### src/rtl/rdc_event_logger.sv
// Logs the first rising of each per-core RDC interrupt flag as a timestamped
// record in a small FIFO; one record is accepted per cycle, lowest index first.
module rdc_event_logger #(
   parameter  int DATA_WIDTH  = 32,
   parameter  int N_CORES     = 2,
   parameter  int CORE_EVENTS = 4,
   parameter  int FIFO_DEPTH  = 4,
   localparam int NS = N_CORES * CORE_EVENTS,
   localparam int CW = (N_CORES > 1) ? $clog2(N_CORES) : 1,
   localparam int EW = (CORE_EVENTS > 1) ? $clog2(CORE_EVENTS) : 1,
   localparam int PW = $clog2(FIFO_DEPTH),
   localparam int LW = PW + 1
) (
   input  logic                  clk_i,
   input  logic                  rstn_i,
   input  logic                  enable_i,
   input  logic [NS-1:0]         irq_vector_i,
   output logic                  rec_valid_o,
   input  logic                  rec_ready_i,
   output logic [CW-1:0]         rec_core_o,
   output logic [EW-1:0]         rec_event_o,
   output logic [DATA_WIDTH-1:0] rec_time_o,
   output logic [LW-1:0]         level_o,
   output logic                  stall_o
);

   logic [DATA_WIDTH-1:0] ts_q, ts_d;
   logic [NS-1:0]         seen_q, seen_d;
   logic [NS-1:0]         pending_q, pending_d;
   logic [PW-1:0]         wr_ptr_q, wr_ptr_d;
   logic [PW-1:0]         rd_ptr_q, rd_ptr_d;
   logic [LW-1:0]         level_q, level_d;
   logic                  stall_q, stall_d;
   logic [CW-1:0]         core_mem_q  [FIFO_DEPTH];
   logic [CW-1:0]         core_mem_d  [FIFO_DEPTH];
   logic [EW-1:0]         event_mem_q [FIFO_DEPTH];
   logic [EW-1:0]         event_mem_d [FIFO_DEPTH];
   logic [DATA_WIDTH-1:0] time_mem_q  [FIFO_DEPTH];
   logic [DATA_WIDTH-1:0] time_mem_d  [FIFO_DEPTH];

   logic [NS-1:0] cand;
   logic [NS-1:0] sel_onehot;
   logic [CW-1:0] sel_core;
   logic [EW-1:0] sel_event;
   logic          full;
   logic          push;
   logic          pop;

   // Descending scan so the lowest-index candidate is the last one written.
   always_comb begin
      cand       = pending_q | (irq_vector_i & ~seen_q);
      sel_onehot = '0;
      sel_core   = '0;
      sel_event  = '0;
      for (int c = N_CORES - 1; c >= 0; c--) begin
         for (int e = CORE_EVENTS - 1; e >= 0; e--) begin
            if (cand[c*CORE_EVENTS+e]) begin
               sel_onehot                  = '0;
               sel_onehot[c*CORE_EVENTS+e] = 1'b1;
               sel_core                    = CW'(c);
               sel_event                   = EW'(e);
            end
         end
      end
   end

   assign full = (level_q == LW'(FIFO_DEPTH));
   assign push = enable_i && (|cand) && !full;
   assign pop  = enable_i && (level_q != '0) && rec_ready_i;

   // Disabled cycles fall through to the cleared defaults; record storage is kept.
   always_comb begin
      ts_d        = '0;
      seen_d      = '0;
      pending_d   = '0;
      wr_ptr_d    = '0;
      rd_ptr_d    = '0;
      level_d     = '0;
      stall_d     = 1'b0;
      core_mem_d  = core_mem_q;
      event_mem_d = event_mem_q;
      time_mem_d  = time_mem_q;
      if (enable_i) begin
         ts_d      = ts_q + 1'b1;
         seen_d    = seen_q | irq_vector_i;
         pending_d = push ? (cand & ~sel_onehot) : cand;
         stall_d   = stall_q | ((|cand) && full);
         wr_ptr_d  = wr_ptr_q + PW'(push);
         rd_ptr_d  = rd_ptr_q + PW'(pop);
         level_d   = level_q + LW'(push) - LW'(pop);
         if (push) begin
            core_mem_d[wr_ptr_q]  = sel_core;
            event_mem_d[wr_ptr_q] = sel_event;
            time_mem_d[wr_ptr_q]  = ts_q;
         end
      end
   end

   always_ff @(posedge clk_i or negedge rstn_i) begin
      if (!rstn_i) begin
         ts_q        <= '0;
         seen_q      <= '0;
         pending_q   <= '0;
         wr_ptr_q    <= '0;
         rd_ptr_q    <= '0;
         level_q     <= '0;
         stall_q     <= 1'b0;
         core_mem_q  <= '{default: '0};
         event_mem_q <= '{default: '0};
         time_mem_q  <= '{default: '0};
      end else begin
         ts_q        <= ts_d;
         seen_q      <= seen_d;
         pending_q   <= pending_d;
         wr_ptr_q    <= wr_ptr_d;
         rd_ptr_q    <= rd_ptr_d;
         level_q     <= level_d;
         stall_q     <= stall_d;
         core_mem_q  <= core_mem_d;
         event_mem_q <= event_mem_d;
         time_mem_q  <= time_mem_d;
      end
   end

   assign rec_valid_o = (level_q != '0);
   assign rec_core_o  = core_mem_q[rd_ptr_q];
   assign rec_event_o = event_mem_q[rd_ptr_q];
   assign rec_time_o  = time_mem_q[rd_ptr_q];
   assign level_o     = level_q;
   assign stall_o     = stall_q;

endmodule

### config.mk
export PLATFORM = sky130hd
export DESIGN_NAME = rdc_event_logger
export DESIGN_NICKNAME = d
export VERILOG_FILES = /design/src/rtl/rdc_event_logger.sv
export SDC_FILE = /design/constraint.sdc
export NUM_CORES = 1
export LEC_CHECK = 0
export ABC_AREA = 1
export CORE_MARGIN = 8
export CORE_UTILIZATION = 65
export CTS_BUF_LIST = sky130_fd_sc_hd__clkbuf_8
export CTS_CLUSTER_SIZE = 14
export DETAILED_ROUTE_END_ITERATION = 10
export PLACE_DENSITY_LB_ADDON = 0.08
export SLEW_MARGIN = 20
export SYNTH_ARGS = -nofsm -noshare
export SYNTH_HDL_FRONTEND = slang
export SYNTH_SLANG_ARGS = --single-unit
### constraint.sdc
create_clock -name clk_i -period 4.24 [get_ports clk_i]
set_input_delay 0.848 -clock clk_i [delete_from_list [all_inputs] [get_ports clk_i]]
set_output_delay 0.848 -clock clk_i [all_outputs]
set_load 0.03 [all_outputs]
# Word-level counts from Yosys, hierarchy flattened
# Cells that the tools add are included.
dict set report totals {
  out_inout_bits 40
  inputBits 12
  word_cells 97
  register_bits 196
}
dict set report op_classes {
  bitwise_logic 9
  mux 50
  n_eq_ne 1
  n_lt_le_gt_ge 3
  n_reduce_logical 10
  addsub 5
}
# operator count
set ops {}
lappend ops {{$bwmux W128} 1}
lappend ops {{$mux W32} 4}
lappend ops {{$mux W8} 11}
lappend ops {{$bmux W32 S2} 1}
lappend ops {{$demux W32 S2} 1}
lappend ops {{$add A32 B1 Y32 const B} 1}
lappend ops {{$mux W2} 13}
lappend ops {{$and A8 B8 Y8} 2}
lappend ops {{$not A8 Y8} 2}
lappend ops {{$or A8 B8 Y8} 2}
lappend ops {{$mux W1} 12}
lappend ops {{$bwmux W8} 1}
lappend ops {{$reduce_or A8 Y1} 1}
lappend ops {{$ge A3 B3 Y1 const B} 2}
lappend ops {{$logic_and A1 B1 Y1} 6}
lappend ops {{$not A2 Y3} 2}
lappend ops {{$add A2 B1 Y2} 2}
lappend ops {{$bmux W2 S2} 1}
lappend ops {{$bwmux W4} 1}
lappend ops {{$demux W2 S2} 1}
lappend ops {{$add A3 B1 Y3} 1}
lappend ops {{$eq A3 B3 Y1 const B} 1}
lappend ops {{$lt A3 B1 Y1 const B} 1}
lappend ops {{$mux W3} 1}
lappend ops {{7 further kinds} 7}

# Longest topological paths before layout
dict set report logic_depth {
  ltp_word 15
  depth_mapped 14
  depth_no_buf 14
}

# Worst setup path before layout
# OpenSTA, ideal clock, no wires.
dict set report synth_timing {
  kind {input to register}
  startpoint {input port irq_vector_i[3]}
  endpoint {register level_q[2] (netlist: level_o[2])}
  slack_ps 1672
  arrival_ps 2436
  setup_ps 132
  cell_stages 11
  required_time_ps 4108
  path_buffers 0
  path_cell_list {a21oi_1 -> nand2_1 -> nor2_8 -> nand2_4 -> nand2_4 -> xor2_1 -> ha_1 -> inv_1 -> fa_1 -> xor2_1 -> nor2_1}
}
dict set report synth_between {
  elab_chain_len 8
}
# element line_no
set synth_rtl {}
lappend synth_rtl {{from (decl)} 17} ;# input logic [NS-1:0] irq_vector_i,
lappend synth_rtl {{$and A8 B8 Y8} 51} ;# cand = pending_q | (irq_vector_i & ~seen_q);
lappend synth_rtl {{$or A8 B8 Y8} 51}
lappend synth_rtl {{$reduce_or A8 Y1} 68} ;# assign push = enable_i && (|cand) && !full;
lappend synth_rtl {{$logic_and A1 B1 Y1 (2 in series)} 68}
lappend synth_rtl {{$add A3 B1 Y3} 90} ;# level_d = level_q + LW'(push) - LW'(pop);
lappend synth_rtl {{$sub A3 B1 Y3} 90}
lappend synth_rtl {{$mux W3} 83} ;# if (enable_i) begin
lappend synth_rtl {{via level_d[2]} 32} ;# logic [LW-1:0] level_q, level_d;
lappend synth_rtl {{to (signal assigned)} 117} ;# level_q <= level_d;
lappend synth_rtl {{to (decl)} 32}
# The timed path passes the listed nets, and every way through them passes these cells.
# A chain may end at the register's enable or synchronous reset.

# Final worst setup path
dict set report layout_timing {
  startpoint {register rd_ptr_q[1]}
  endpoint {output port rec_time_o[5]}
}
dict set report layout_between {
  elab_chain_len 4
}
# element line_no
set layout_rtl {}
lappend layout_rtl {{from (decl)} 31} ;# logic [PW-1:0] rd_ptr_q, rd_ptr_d;
lappend layout_rtl {{from (signal assigned)} 116} ;# rd_ptr_q <= rd_ptr_d;
lappend layout_rtl {{$not A2 Y3 (not written as such)} 128} ;# assign rec_time_o = time_mem_q[rd_ptr_q];
lappend layout_rtl {{$bmux W32 S2} 128}
lappend layout_rtl {{$mux W32 (not written as such) (2 in series)} 128}
lappend layout_rtl {{to (decl)} 22} ;# output logic [DATA_WIDTH-1:0] rec_time_o,
# No other way between the ends. The select of a mux whose other input is x is not followed.

==> results.ini <==
[critical_path]
critPathMaxFanout=30
cp.arrival_ns=2.78
cp_cell_sequence=inv_1 -> buf_4 -> o21ai_0 -> o22ai_1 -> clkdlybuf4s50_1
worstSetupPathType=reg -> out
cp_slowest_cell=dfrtp_1
critPathMaxStageDelay_ns=0.72
r2r_slack_ns=1.94
endpoint_kind=output pin
start_kind=register
critPathRequiredTime_ns=3.39

[layout]
fin_nets=1154
antennaDiodeCount=0
drive_gt1_share_pct=6.08
area_growth_pct=9.39
nFillCells=1111

[routing]
finalWirelength_microns=21700
postRouteAntennaNets=0
drt_pass1_iterations=5
drtIter0Drc=761
via_count=7563
drc=0
viasPerCell=5.68
post_drt_wl_per_cell_microns=16.3

[clock_network]
ctsHoldBuffers=0
cts.sinks=196
cts_tree=built
cts_root_buf=clkbuf_8
numCtsBuffers=17
insertion_delay_ns=0.47
clk_pin_slew_ns=0.09
cts_buffer_depth=2
h-tree-depth=4
post_cts_resized=0
postCtsSetupRepairBufs=0

[synthesis]
yosysWarnings=0
synth_area_per_cell_sq_um=8.20
yosysSeqAreaShare_pct=53.5
async_flop_share_pct=100
synth-edff-count=0
synth_area_sq_um=9170
ys_ff_latch=196
synth_nets=1135
synth_cell_type_count=37
synthCells=1119
ys.flop_type=dfrtp_1

[floorplanning]
initial_core_util_pct=66.3
core_sq_um=13800
dieArea_sq_um=18200
dieWidth_microns=135
io_pins=52
num_rows=43
fp.dieH_microns=135

[sta]
setup_slack_ns=0.614
fin_worst_skew_ns=0.0162
final_max_slew_viol_count=0
relSlewSlack_pct=27.8
rsz0062_at_grt=false
tightest_slew_ns=1.08
tns_ns=0
hold_violations=0
clock.fmax_mhz=276
min_period_ns=3.63
timing.final.crit_share_pct=85.5
setup_violations=0

[flow_run]
maxCapViolations=0

[power_and_ir_drop]
p_leak_nw=4.74
ir_worst_vdd_v=0.000347
power_density_nw_per_um2=471

[placement]
io_buffer_count=51
place.gp.congestion=0.901
pre_cts_slack_ns=0.994
dp_hpwl_microns=14000

[global_route]
grt_pass1_vias=7206
track_usage_pct=24.8
grt_start_max_net_pins=115
grt_overflow_total=0
antenna_found_initial=0
grt_pass1_wl_microns=36100

[run_status]
status=finished clean

[hold_path]
hold_path.class=reg -> reg

[area by class of cell]
cell class	count	area, sq um	area share (%)
Clock buffer	18	248	2.47
Clock inverter	14	151	1.51
Inverter	70	263	2.62
Multi-Input combinational cell	789	3600	35.9
Sequential cell	196	4910	48.9
Tap cell	180	225	2.24
Timing Repair Buffer	64	637	6.35
[worst paths after layout]
kind | cells past startpoint | from | end
worst max-delay path | 5 | rd_ptr_q[1] | rec_time_o[5]
max in group asynchronous | 2 | rstn_i | time_mem_q[36]
worst min register to register | 2 | time_mem_q[70] | time_mem_q[70]
min in group asynchronous | 1 | rstn_i | time_mem_q[13]
worst min-delay path | 2 | time_mem_q[70] | time_mem_q[70]
worst max register to register | 12 | seen_q[3] | level_o[2]
[synthesized netlist by cell type (3+ instances only)]
library cell	count	area (sq um)
inv_1	66	248
o21ai_1	58	290
a21oi_1	24	120
inv_2	3	11.3
nor2_2	5	31.3
buf_2	14	70.1
ha_1	3	37.5
nand2_1	337	1260
a31oi_1	3	18.8
nand2_2	3	18.8
nand2_4	3	33.8
buf_6	19	214
dfrtp_1	196	4900
o21ai_0	111	556
nor3_1	17	85.1
nand3_1	17	85.1
clkbuf_1	29	109
nand4_1	7	43.8
xor2_1	8	70.1
o22ai_1	35	219
a21oi_4	3	48.8
nor2_1	141	529
[metal layers]
metal / track usage [%] / part of all wire, %
met5: 0 / 0
met4: 7.24 / 1.3
met3: 4.57 / 6.5
met2: 39.4 / 47
met1: 34.1 / 45
[worst max-delay path: cells and delay by family (launching register included)]
| kind | cells | cell delay, ns |
|---|---|---|
| AO/OA/AOI/OAI | 2 | 0.34 |
| flip-flops | 1 | 0.72 |
| buffers and inverters | 3 | 1.24 |
[layout by cell type (no fill, tap or decap), types with 4 or more instances in the layout]
| cell | netlist | layout |
|---|---|---|
| o21ai_1 | 58 | 58 |
| nor2_2 | 5 | 5 |
| o22ai_1 | 35 | 35 |
| clkbuf_8 | 0 | 19 |
| nand2_1 | 337 | 337 |
| clkinv_4 | 0 | 4 |
| nor2_1 | 141 | 141 |
| o21ai_0 | 111 | 111 |
| dfrtp_1 | 196 | 195 |
| nand4_1 | 7 | 7 |
| nor3_1 | 17 | 17 |
| xor2_1 | 8 | 8 |
| nand3_1 | 17 | 17 |
| a21oi_1 | 24 | 24 |
| inv_1 | 66 | 66 |
| clkdlybuf4s50_1 | 0 | 50 |
| buf_4 | 0 | 11 |
[cell families after synthesis]
group,synth area share [%]
compound gates,14.2
xor+xnor,0.860
fa+ha+maj,0.628
buf+inv,7.24
flops,53.5
simple gates,23.6
[flip-flops by register name, indices dropped and copies added (netlist names)]
signal,count
event_mem_q,8
core_mem_q,4
stall_o,1
ts_q,32
rd_ptr_q,2
wr_ptr_q,2
seen_q,8
pending_q,8
time_mem_q,128
level_o,3
[stage by stage]
stage	total power [mW]	hold WS, ns	util [%]	cells	area [sq um]
after floorplan	3.09	0.437	-	1119	9170
after global placement	3.53	0.448	69.7	1299	9630
after detailed placement	3.56	0.453	69.7	1299	9630
after CTS	4.75	0.475	72.6	1331	10000
after global routing	4.98	0.491	72.6	1331	10000
final	4.73	0.474	72.6	1331	10000
[where the power goes]
| group | switching [mW] | internal (mW) |
|---|---|---|
| Combinational | 0.917 | 0.474 |
| Sequential | 0.108 | 2.02 |
| Clock | 0.669 | 0.545 |
No activity file was read; power rests on OpenSTA's default activity.
